File: src/rtl/pc_ctrl_pkg.sv
// Shared types and constants for the program-counter fetch sequencer.
package pc_ctrl_pkg;

  typedef enum logic [1:0] {
    ST_FETCH = 2'd0,
    ST_WAIT  = 2'd1,
    ST_EXC   = 2'd2,
    ST_HALT  = 2'd3
  } state_t;

  localparam logic [15:0] EXC_VEC_DEFAULT = 16'h0002;
  localparam logic [15:0] PC_STEP         = 16'h0002;

endpackage

File: src/rtl/cla16b.sv
// 16-bit carry-lookahead adder built from four 4-bit lookahead groups.
module cla16b (
  input  logic [15:0] a,
  input  logic [15:0] b,
  input  logic        cin,
  output logic [15:0] sum,
  output logic        cout
);

  logic [15:0] g;
  logic [15:0] p;
  logic [15:0] c;
  logic [3:0]  gg;
  logic [3:0]  gp;
  logic [4:0]  cg;

  always_comb begin
    g = a & b;
    p = a ^ b;
    for (int i = 0; i < 4; i++) begin
      gg[i] = g[4*i+3]
            | (p[4*i+3] & g[4*i+2])
            | (p[4*i+3] & p[4*i+2] & g[4*i+1])
            | (p[4*i+3] & p[4*i+2] & p[4*i+1] & g[4*i]);
      gp[i] = &p[4*i +: 4];
    end
    // second-level lookahead across the four groups
    cg[0] = cin;
    cg[1] = gg[0] | (gp[0] & cin);
    cg[2] = gg[1] | (gp[1] & gg[0]) | (gp[1] & gp[0] & cin);
    cg[3] = gg[2] | (gp[2] & gg[1]) | (gp[2] & gp[1] & gg[0])
          | (gp[2] & gp[1] & gp[0] & cin);
    cg[4] = gg[3] | (gp[3] & gg[2]) | (gp[3] & gp[2] & gg[1])
          | (gp[3] & gp[2] & gp[1] & gg[0])
          | (gp[3] & gp[2] & gp[1] & gp[0] & cin);
    for (int i = 0; i < 4; i++) begin
      c[4*i] = cg[i];
      for (int j = 1; j < 4; j++) begin
        c[4*i+j] = g[4*i+j-1] | (p[4*i+j-1] & c[4*i+j-1]);
      end
    end
    sum  = p ^ c;
    cout = cg[4];
  end

endmodule

File: src/rtl/pc_ctrl.sv
// Fetch sequencer: picks the next-PC source each cycle and owns EPC,
// the exception nesting flag, the sticky nested-exception error and halt.
//
// state | meaning
// FETCH | instruction memory read issued, waiting for a word
// WAIT  | memory stalled; PC held until a clean done
// EXC   | one bubble cycle after SIIC while PC loads the vector
// HALT  | stopped until reset
module pc_ctrl
  import pc_ctrl_pkg::*;
#(
  parameter logic [15:0] EXC_VEC = EXC_VEC_DEFAULT
) (
  input  logic        clk,
  input  logic        rst,
  input  logic [15:0] pc_cur,
  input  logic        imem_done,
  input  logic        imem_stall,
  input  logic        br_taken,
  input  logic        reg_jmp,
  input  logic        halt_req,
  input  logic        siic_req,
  input  logic        rti_req,
  output logic        imem_rd,
  output logic        instr_valid,
  output logic        pc_sel,
  output logic        reg_jmp_o,
  output logic        pc_hold,
  output logic        force_addr,
  output logic [15:0] force_val,
  output logic [15:0] epc,
  output logic        halted,
  output logic        err
);

  state_t      state, state_nxt;
  logic [15:0] epc_q, epc_nxt;
  logic        in_exc, in_exc_nxt;
  logic        err_q, err_nxt;
  logic [15:0] pc_plus2;
  logic        cout_unused;

  cla16b u_inc (
    .a    (pc_cur),
    .b    (PC_STEP),
    .cin  (1'b0),
    .sum  (pc_plus2),
    .cout (cout_unused)
  );

  always_comb begin
    state_nxt   = state;
    epc_nxt     = epc_q;
    in_exc_nxt  = in_exc;
    err_nxt     = err_q;
    imem_rd     = 1'b0;
    instr_valid = 1'b0;
    pc_sel      = 1'b0;
    reg_jmp_o   = 1'b0;
    pc_hold     = 1'b0;
    force_addr  = 1'b0;
    force_val   = 16'h0000;
    halted      = 1'b0;

    if (rst) begin
      pc_hold = 1'b1;
    end else begin
      case (state)
        ST_FETCH, ST_WAIT: begin
          imem_rd = 1'b1;
          if (imem_stall) begin
            pc_hold   = 1'b1;
            state_nxt = ST_WAIT;
          end else if (!imem_done) begin
            pc_hold = 1'b1;
          end else begin
            instr_valid = 1'b1;
            state_nxt   = ST_FETCH;
            if (siic_req) begin
              if (!in_exc) begin
                epc_nxt    = pc_plus2;
                in_exc_nxt = 1'b1;
                force_addr = 1'b1;
                force_val  = EXC_VEC;
                state_nxt  = ST_EXC;
              end else begin
                err_nxt   = 1'b1;
                pc_hold   = 1'b1;
                state_nxt = ST_HALT;
              end
            end else if (halt_req) begin
              pc_hold   = 1'b1;
              state_nxt = ST_HALT;
            end else if (rti_req) begin
              force_addr = 1'b1;
              force_val  = epc_q;
              in_exc_nxt = 1'b0;
            end else if (reg_jmp) begin
              reg_jmp_o = 1'b1;
            end else if (br_taken) begin
              pc_sel = 1'b1;
            end
          end
        end
        ST_EXC: begin
          pc_hold   = 1'b1;
          state_nxt = ST_FETCH;
        end
        default: begin
          halted  = 1'b1;
          pc_hold = 1'b1;
        end
      endcase
    end
  end

  always_ff @(posedge clk) begin
    if (rst) begin
      state  <= ST_FETCH;
      epc_q  <= 16'h0000;
      in_exc <= 1'b0;
      err_q  <= 1'b0;
    end else begin
      state  <= state_nxt;
      epc_q  <= epc_nxt;
      in_exc <= in_exc_nxt;
      err_q  <= err_nxt;
    end
  end

  // registered values are masked so every output except pc_hold reads 0 in reset
  assign epc = rst ? 16'h0000 : epc_q;
  assign err = err_q & ~rst;

endmodule
File: config.mk
export PLATFORM = sky130hd
export DESIGN_NAME = pc_ctrl
export DESIGN_NICKNAME = d
export VERILOG_FILES = /design/src/rtl/pc_ctrl_pkg.sv /design/src/rtl/cla16b.sv /design/src/rtl/pc_ctrl.sv
export SDC_FILE = /design/constraint.sdc
export NUM_CORES = 1
export LEC_CHECK = 0
export CAP_MARGIN = 0
export CORE_UTILIZATION = 41
export DETAILED_ROUTE_END_ITERATION = 6
export PLACE_DENSITY = 0.8
export SLEW_MARGIN = 30
export SYNTH_ARGS = -nofsm -noshare
export SYNTH_HDL_FRONTEND = slang
export SYNTH_SLANG_ARGS = --single-unit
File: constraint.sdc
create_clock -name clk -period 2 [get_ports clk]
set_clock_uncertainty 0.1 [all_clocks]
set_input_delay 0.3 -clock clk [delete_from_list [all_inputs] [get_ports clk]]
set_output_delay 0.3 -clock clk [all_outputs]
set_load 0.02 [all_outputs]
==> flow_summary.ini, run 1 <==
[status]
status = complete, but fails checks
violations = negative setup slack

[clocking]
clock_sinks = 20
cts-hold-fix-buffers = 0
tritoncts = yes
numCtsBuffers = 3
clk_pin_slew_ns = 0.11
clockBufferDepth = 2
cts-root-buf = clkbuf_4
htreeDepth = 1
insertion_delay_ns = 0.30

[setup_path]
reg2reg_to = epc_q[11]
arrival_ns = 1.73
crit_type = reg -> out
worstPathRequired_ns = 1.60
worstSetupEndpointType = output pin
worstRegToRegCells = 4
cp-startpoint = state[1]
start_kind = flop
r2r_setup_slack_ns = 0.31
crit_end = force_val[4]
r2r_start = state[1]
crit_path_max_fanout = 5

[floorplanning]
start_util = 0.445
die_y_microns = 60.5
io_pins = 65
dieWidth_microns = 60.5
core_area_sq_mm = 0.00315
die-area_sq_mm = 0.00366
rows = 20

[synth]
postSynthCellCount = 157
yosys_warnings = 0
synth-edff-count = 0
synth-simple-area-share = 0.245
yosys-top-cells-area = dfxtp_1, o41ai_2, ha_1, nor2b_1, and2_1
synth_top_area_cell = dfxtp_1
ys_seq_elements = 20
synth_xor_area_frac = 0.0250
avgSynthCellArea_sq_um = 8.93
synthesis.nets = 192
synth_compound_area_frac = 0.260
synthArstFlopShare = 0
synthMuxAreaShare = 0.00714
netlist_area_sq_mm = 0.00140
yosysSeqAreaShare = 0.285
synth_most_common_cell = dfxtp_1
synth_top_family_by_area = compound AO/OA/AOI/OAI gates
synth_ff_type = dfxtp_1
synth_fa_ha_area_frac = 0.0892
synth_top_area_frac = 0.285
synth.distinct_cells = 34
synth_common_cells = dfxtp_1, nor2b_1, o21ai_1

[finish]
nets = 279
drive_gt1_frac = 0.372
n_fill_cell = 254
areaGrowthSynthToFinish_pct = 68.6
diodes = 0

[global_route]
grt_pass1_vias = 1457
grt_overflow = 0
grt_pass1_wl_mm = 6.29
grt_antenna_before_repair = 0
grt_max_degree = 39
track_usage = 0.231

[drt]
drc = 0
drtIter0Drc = 36
drtPass1Iterations = 4
vias_per_cell = 5.16
route.vias.total = 1475
wl_mm = 4.08
routedWlPerCell_microns = 14.3
drtAntennaViolNets = 0

[timing]
fin_ws_ns = -0.129
finalSetupViolCount = 18
fmaxAchievable_ghz = 0.470
post-route-period-util = 1.06
slew_headroom = 0.740
rsz0062_at_grt = yes
fin_hold_ws_ns = 0.321
hold_viol_final = 0
slew_viol_final = 0
period_needed_ns = 2.13
worstMarginPinSlew_ns = 0.389

[flow_run]
drv_cap = 0

[hold_path]
whs_path_depth = 3
hold_class = in -> reg

[power]
pwr_density_cell_mw_per_mm2 = 366
leakagePower_nw = 1.33
vdd_drop_max_mv = 0.235

[placement]
io_buffers = 64
place.gp.congestion = 0.768
dp_slack_ns = -0.816
dpl.hpwl_mm = 2.88
[layout make-up]
class | instances | area (sq um) | share of cell area
tap | 44 | 55.1 | 0.0233
sequential | 20 | 402 | 0.170
clock buffer | 3 | 22.5 | 0.00952
inverter | 13 | 48.8 | 0.0206
timing repair buffer | 96 | 903 | 0.382
multi-input combinational | 110 | 933 | 0.395
[what timing repair did]
action,4_1_cts,5_1_grt
endpoints found under the setup margin,42,33
pin swaps,10,8
gates resized for setup,142,20
setup buffers,4,2
[how the worst min path moves through the flow]
| stage | from | end | slack, ns |
|---|---|---|---|
| after CTS | imem_done | state[0] | 0.36 |
| after detailed placement | in_exc | in_exc | 0.40 |
| after global placement | in_exc | in_exc | 0.40 |
| final | siic_req | err_q | 0.32 |
| after global routing | siic_req | err_q | 0.32 |
| after floorplan | pc_cur[1] | epc_q[1] | 0.30 |
[cell usage in the layout (no fill, tap or decap), drive strengths merged, types with 8 or more instances in the layout]
master	netlist	layout
o41ai	16	16
dlygate4sd2	0	13
dfxtp	20	20
o21ai	17	17
clkdlybuf4s50	0	18
nor2	8	8
inv	13	13
and2	14	14
dlymetal6s2s	0	12
nor2b	17	17
ha	10	10
buf	7	53
[cell families (layout without fill, tap and decap cells)]
group,count (synthesis),in the layout
buffers and inverters,27,112
flip-flops,20,20
multiplexers,1,1
AND/OR/NAND/NOR,55,55
XOR/XNOR,4,4
adder cells (fa/ha/maj),10,10
AO/OA/AOI/OAI,40,40
[routing by layer]
layer	routed length, microns	track usage	vias to the layer above
met2	2140	0.421	53
met1	1720	0.279	687
met5	0	0	-
met3	193	0.0341	6
met4	29	0.0747	0
li1	-	-	729
[critical path, stage by stage, from the launching register on]
cell and delay, ns:
dfxtp_2 0.34, or4b_4 0.54, nor2_8 0.16, buf_4 0.14
and2_1 0.13, buf_6 0.12
[sequential cells by signal (all words and copies together), names as in the netlist]
name / cells
epc_q: 16
err_q: 1
in_exc: 1
state: 2
[power breakdown]
part / switching [W] / leakage (nW) / internal (W)
combinational: 0.000126 / 1.15 / 0.000124
clock: 0.000123 / 0.0138 / 0.0000703
sequential: 0.00000814 / 0.163 / 0.000414
[stage by stage]
stage                     cells   util  area, sq um  setup TNS, ns  total power, W
after floorplan             157      -         1400              0        0.000548
after global placement      278  0.706         2230         -20.80        0.000670
after detailed placement    278  0.706         2230         -23.24        0.000678
after CTS                   285  0.730         2300          -2.92        0.000870
after global routing        286  0.750         2360          -2.72        0.000917
final                       286  0.750         2360          -1.50        0.000866
(Power assumes the default switching activity.)
==> inputs of run 2 (changes only) <==
SLEW_MARGIN = not set   (was 30)
==> results of run 2 <==
The final DEF is identical to that of run 1; final timing and power are the same.
